===== config.mk =====
export PLATFORM = sky130hd
export DESIGN_NAME = tlb_op_ctrl
export DESIGN_NICKNAME = d
export VERILOG_FILES = /design/src/rtl/tlb_op_ctrl.sv
export SDC_FILE = /design/constraint.sdc
export NUM_CORES = 1
export LEC_CHECK = 0
export ABC_CLOCK_PERIOD_IN_PS = 2250
export BUFFER_PORTS_ARGS = -buffer_cell sky130_fd_sc_hd__buf_4
export CORE_UTILIZATION = 33
export CTS_CLUSTER_SIZE = 25
export DETAILED_ROUTE_END_ITERATION = 7
export GPL_TIMING_DRIVEN = 0
export PLACE_DENSITY = 0.64
export SYNTH_ARGS = -nofsm -noshare
export SYNTH_HDL_FRONTEND = slang
export SYNTH_SLANG_ARGS = --single-unit

===== constraint.sdc =====
create_clock -name clk -period 2.25 [get_ports clk]
set_clock_uncertainty 0.15 [all_clocks]
set_input_delay 0.45 -clock clk [delete_from_list [all_inputs] [get_ports clk]]
set_output_delay 0.45 -clock clk [all_outputs]
set_load 0.005 [all_outputs]

===== src/rtl/tlb_op_ctrl.sv =====
`default_nettype none
// ============================================================================
// Module   : tlb_op_ctrl
// Brief    : Sequences TLB maintenance ops onto the TLB ports, one at a time,
//            and owns the free-running TLBFILL replacement index.
// Revision : 1.0 - initial release
// ============================================================================
module tlb_op_ctrl #(
    parameter int TLBNUM = 32,
    parameter int IDXW   = $clog2(TLBNUM)
) (
    input  logic            clk,
    input  logic            rstn,
    input  logic            op_valid,
    output logic            op_ready,
    input  logic [2:0]      op_code,
    input  logic [4:0]      op_inv_op,
    input  logic [9:0]      op_inv_asid,
    input  logic [31:0]     op_inv_vaddr,
    input  logic [IDXW-1:0] op_index,
    output logic            tlb_we,
    output logic            tlb_fill_mode,
    output logic [IDXW-1:0] tlb_f_index,
    output logic [IDXW-1:0] tlb_r_index,
    output logic            tlb_check_mode,
    output logic            tlb_inv_en,
    output logic [2:0]      tlb_inv_op,
    output logic [9:0]      tlb_inv_asid,
    output logic [31:0]     tlb_inv_vaddr,
    input  logic            tlb_rs_e,
    input  logic [IDXW-1:0] tlb_s_index,
    output logic            tlb_busy,
    output logic            done_valid,
    output logic            done_found,
    output logic [IDXW-1:0] done_index,
    output logic            done_err
);
    localparam logic [2:0]      c_op_srch    = 3'd1;
    localparam logic [2:0]      c_op_rd      = 3'd2;
    localparam logic [2:0]      c_op_wr      = 3'd3;
    localparam logic [2:0]      c_op_fill    = 3'd4;
    localparam logic [2:0]      c_op_inv     = 3'd5;
    localparam logic [4:0]      c_inv_op_max = 5'd6;
    localparam logic [IDXW-1:0] c_fill_last  = IDXW'(TLBNUM - 1);

    typedef enum logic [1:0] {
        S_IDLE   = 2'd0,
        S_EXEC   = 2'd1,
        S_SETTLE = 2'd2,
        S_DONE   = 2'd3
    } state_t;

    state_t          r_state;
    state_t          w_state_nxt;
    logic [IDXW-1:0] r_fill_cnt;
    logic [2:0]      r_op;
    logic            r_err;
    logic            w_accept;
    logic            w_illegal;
    logic            w_lookup;
    logic            w_modify;

    assign w_accept  = op_valid && (r_state == S_IDLE);
    assign w_illegal = (op_code == 3'd0) || (op_code > c_op_inv) ||
                       ((op_code == c_op_inv) && (op_inv_op > c_inv_op_max));
    assign w_lookup  = (r_op == c_op_srch) || (r_op == c_op_rd);
    assign w_modify  = !r_err && ((r_op == c_op_wr) || (r_op == c_op_fill) || (r_op == c_op_inv));

    // Replacement index: free-running, explicit wrap so non-power-of-2 sizes work
    always_ff @(posedge clk or negedge rstn) begin
        if (!rstn) begin
            r_fill_cnt <= '0;
        end else if (r_fill_cnt == c_fill_last) begin
            r_fill_cnt <= '0;
        end else begin
            r_fill_cnt <= r_fill_cnt + 1'b1;
        end
    end

    always_ff @(posedge clk or negedge rstn) begin
        if (!rstn) begin
            r_state <= S_IDLE;
        end else begin
            r_state <= w_state_nxt;
        end
    end

    always_comb begin
        w_state_nxt    = r_state;
        op_ready       = 1'b0;
        tlb_we         = 1'b0;
        tlb_fill_mode  = 1'b0;
        tlb_inv_en     = 1'b0;
        tlb_check_mode = 1'b0;
        tlb_busy       = 1'b0;
        done_valid     = 1'b0;
        case (r_state)
            S_IDLE: begin
                op_ready = 1'b1;
                if (op_valid) begin
                    w_state_nxt = w_illegal ? S_DONE : S_EXEC;
                end
            end
            S_EXEC: begin
                tlb_we         = (r_op == c_op_wr) || (r_op == c_op_fill);
                tlb_fill_mode  = (r_op == c_op_fill);
                tlb_inv_en     = (r_op == c_op_inv);
                tlb_check_mode = (r_op == c_op_srch);
                tlb_busy       = w_modify;
                w_state_nxt    = w_lookup ? S_DONE : S_SETTLE;
            end
            S_SETTLE: begin
                tlb_busy    = w_modify;
                w_state_nxt = S_DONE;
            end
            S_DONE: begin
                done_valid     = 1'b1;
                tlb_check_mode = (r_op == c_op_srch) && !r_err;
                tlb_busy       = w_modify;
                w_state_nxt    = S_IDLE;
            end
            default: w_state_nxt = S_IDLE;
        endcase
    end

    always_ff @(posedge clk or negedge rstn) begin
        if (!rstn) begin
            r_op          <= '0;
            r_err         <= 1'b0;
            tlb_r_index   <= '0;
            tlb_f_index   <= '0;
            tlb_inv_op    <= '0;
            tlb_inv_asid  <= '0;
            tlb_inv_vaddr <= '0;
            done_found    <= 1'b0;
            done_index    <= '0;
            done_err      <= 1'b0;
        end else begin
            if (w_accept) begin
                r_op          <= op_code;
                r_err         <= w_illegal;
                tlb_r_index   <= op_index;
                tlb_inv_op    <= op_inv_op[2:0];
                tlb_inv_asid  <= op_inv_asid;
                tlb_inv_vaddr <= op_inv_vaddr;
                if (op_code == c_op_fill) begin
                    tlb_f_index <= r_fill_cnt;
                end
            end
            // Only SRCH/RD go EXEC->DONE; only illegal requests go IDLE->DONE
            if ((w_state_nxt == S_DONE) && (r_state != S_DONE)) begin
                done_found <= (r_state == S_EXEC) && tlb_rs_e;
                done_index <= (r_state == S_EXEC) ? tlb_s_index : '0;
                done_err   <= (r_state == S_IDLE);
            end
        end
    end

endmodule
`default_nettype wire


==> run_results.csv <==
group,metric,value,unit
status,status,"completed",
worst_setup_path,critical_path_arrival,1590,ps
cts,cts.sinks,73,
cts,cts.clk_slew.worst_paths,80,ps
route,detail_route.vias_per_cell,4.53,
worst_setup_path,reg2reg_depth,7,
power_and_ir_drop,intPower,0.00393,W
die,top_level_ports,133,
sta,timing.final.crit_period,2190,ps
worst_setup_path,crit-reg2reg-capture,"tlb_inv_vaddr[24]$_DFFE_PN0P_",
layout,diodes,0,
global_routing,antenna_found_initial,0,
logic_synthesis,mappedNetlistArea,2980,um2
logic_synthesis,dominantRegCellSynth,"dfrtp_1",
layout,post_route_cells_drive_above_1_share,0.501,
sta,layout_worst_path_cycle_share,0.974,
placed_design,buffer_ports.inserted,132,
logic_synthesis,mappedNetlistNets,278,
route,drtIter0Drc,45,
route,post_drt_wl_per_cell,13.6,um
cts,cts.path.max_buffers,2,
worst_setup_path,worstSetupStartpointType,"flop",
global_routing,via_count_of_the_first_global_routing_pass,2202,
logic_synthesis,synthMostInstantiatedCell,"dfrtp_1",
die,die-area,9400,um2
sta,final-setup-viol-count,0,
logic_synthesis,netlist_top_cells_area,"dfrtp_1 (61%), mux2_1 (17%), mux2_2 (4.5%)",
cts,worstSkewPairLatency,330,ps
logic_synthesis,syn_area_per_cell,14.2,um2
logic_synthesis,synth.yosys.seq_area_share,0.614,
logic_synthesis,unique_masters_post_synth,29,
logic_synthesis,synth-seq-cells,73,
logic_synthesis,synth_area_leader_cell,"dfrtp_1",
global_routing,most_crowded_layer_after_global_routing,"met2",
worst_setup_path,worst-r2r-setup-slack,130,ps
logic_synthesis,netlist_instances,209,
logic_synthesis,synth.cells.most_frequent,"dfrtp_1 (73), mux2_1 (46), inv_1 (12), mux2_2 (12), nand2_1 (12)",
layout,areaGrowthSynthToFinish,47.1,%
global_routing,groute.layer.met1.usage,0.181,
logic_synthesis,yosys_warning_count,0,
placed_design,dp.final_hpwl,4500,um
layout,design.final.nets,424,
sta,finalHoldWorstSlack,86.3,ps
global_routing,global_route.usage.met2,0.236,
route,post-route-drc-count,0,
power_and_ir_drop,power-per-cell-area,1290,nW/um2
logic_synthesis,synth_enable_flop_cells,0,
sta,achievable-frequency,0.456,GHz
placed_design,finalWeightedCongestion,0.706,
logic_synthesis,async_reset_ff_frac,1.00,
global_routing,grt_first_pass_wirelength,10800,um
worst_hold_path,worst_hold_path_type,"input pin to asynchronous set/reset pin",
power_and_ir_drop,ir_worst_vdd,609,uV
worst_setup_path,critPathRequiredTime,1650,ps
route,routed_wl,6330,um
die,placement_rows,34,
global_routing,grt_max_degree,74,
cts,clock_root_buffer,"clkbuf_8",
run,drv.max_cap_violation_count,0,
route,route.antenna.remaining_nets,0,
sta,hold_violations,0,
die,die_w,97.0,um
die,floorplan.initialDensity,0.341,
die,fp.coreArea,8720,um2
layout,stdcell_area,4380,um2
power_and_ir_drop,share_clk_of_total_power,0.180,
sta,maxSlewHeadroom,0.383,
route,detail_route.first_pass.iterations,4,
global_routing,global_route.overflow_total,0,
die,die-height,97.0,um
placed_design,placed_cell_area,4100,um2
power_and_ir_drop,p_switching,0.00173,W
worst_setup_path,path_class,"flop to output port",
power_and_ir_drop,seq_power_share,0.400,
global_routing,global_route.usage.total,0.143,
worst_setup_path,timing.critical_path.fanout_max,10,
logic_synthesis,synth.top_cell.area_share,0.614,
cts,cts.htree.levels,3,
cts,cts_tree,"done",
sta,worstMarginPinSlew,925,ps
cts,cts_hold_repair.buffers,0,
power_and_ir_drop,netSwitchingFraction,0.306,
global_routing,met3_track_demand_over_resource_in_global_routing,0.0332,
power_and_ir_drop,comb_power_share,0.421,
worst_setup_path,regToRegStartpoint,"r_state[1]$_DFF_PN0_",
cts,cts_inserted_buffers,9,
route,vias,2115,
sta,drv_slew,0,
power_and_ir_drop,leak,2.12,nW
worst_setup_path,critPathCaptureType,"output port",
how the worst max path moves through the flow:
stage | from | endpoint | slack (ps) | cells after the start
floorplan | r_state[1]$_DFF_PN0_ | done_err$_DFFE_PN0P_ | 60 | 7
global placement | r_state[0]$_DFF_PN0_ | tlb_inv_vaddr[11]$_DFFE_PN0P_ | -190 | 6
detailed placement | r_state[0]$_DFF_PN0_ | tlb_inv_vaddr[10]$_DFFE_PN0P_ | -200 | 6
CTS | r_state[0]$_DFF_PN0_ | tlb_f_index[3]$_DFFE_PN0P_ | 20 | 6
global route | r_state[1]$_DFF_PN0_ | tlb_check_mode | -8 | 6
finish | r_state[1]$_DFF_PN0_ | tlb_check_mode | 60 | 6
stage by stage:
stage	TNS, ps	util	std cells	worst slack [ps]	total power (W)
4_1_cts	0	0.496	465	19.7	0.00566
2_1_floorplan	0	-	209	63.5	0.00331
6_report	0	0.502	467	58.6	0.00566
3_3_place_gp	-6820	0.470	449	-187	0.00449
3_5_place_dp	-7260	0.470	449	-203	0.00455
5_1_grt	-7.62	0.502	467	-7.62	0.00606
timing repair:
| item | 4_1_cts | 5_1_grt |
|---|---|---|
| resized for setup | 4 | 10 |
| buffers inserted | 1 | 3 |
| pin swaps | 1 | 1 |
| endpoints found under the setup margin | 49 | 28 |
power groups by stage:
stage	combinational [W]	sequential [W]	clock [W]
finish	0.00238	0.00226	0.00102
global route	0.00260	0.00235	0.00111
global placement	0.00223	0.00227	0
CTS	0.00234	0.00227	0.00105
floorplan	0.00102	0.00229	0
detailed placement	0.00226	0.00229	0
routing by layer:
| metal | vias to the layer above | routed length [um] |
|---|---|---|
| li1 | 1007 | - |
| met1 | 1027 | 2810 |
| met2 | 70 | 3130 |
| met3 | 11 | 311 |
| met4 | 0 | 82 |
| met5 | - | 0 |
cells by family after synthesis:
logic type	share of synthesized area
DFF	0.614
muxes	0.245
and+or+nand+nor	0.0454
buffers and inverters	0.0273
AOI/OAI and AO/OA	0.0387
adders and majority gates	0.0210
xor gates and xnor gates	0.00883
critical path: stages, from the launching register on:
cell and delay (ps):
dfrtp_1 420, inv_2 90, ha_1 150, buf_4 170, a21oi_1 60, nor3_1 220
buf_4 150
state kept, by name (all words and copies together), names as in the netlist, 2 cells and up:
register,cells
tlb_f_index,5
tlb_inv_vaddr,32
tlb_inv_op,3
done_index,5
tlb_r_index,5
r_op,3
r_state,2
r_fill_cnt,5
tlb_inv_asid,10
cell usage in the layout (no fill, tap or decap), types with 2 or more instances in the layout:
master    netlist  routed
nor3_1          4       3
a21oi_1         3       3
mux2_2         12      12
mux2i_1         6       6
o21ai_0         3       3
clkbuf_4        0       4
ha_1            5       4
a21o_1          2       2
nand2_1        12      12
buf_4           0     136
clkinv_2        0       2
xnor2_1         2       2
nor2_1          6       6
o22ai_2         1       2
mux2_1         46      46
clkbuf_8        0      10
inv_1          12      11
dfrtp_1        73      72
nor2b_1         2       2
cell type report:
class	instances	area (um2)
clock buffer	10	138
multi-input combinational	116	1090
sequential	73	1830
inverter	12	45.0
tap	108	135
fill	782	4340
clock inverter	5	56.3
buffer	7	46.3
timing repair buffer	136	1030
No activity file was read; power rests on OpenSTA's default activity.
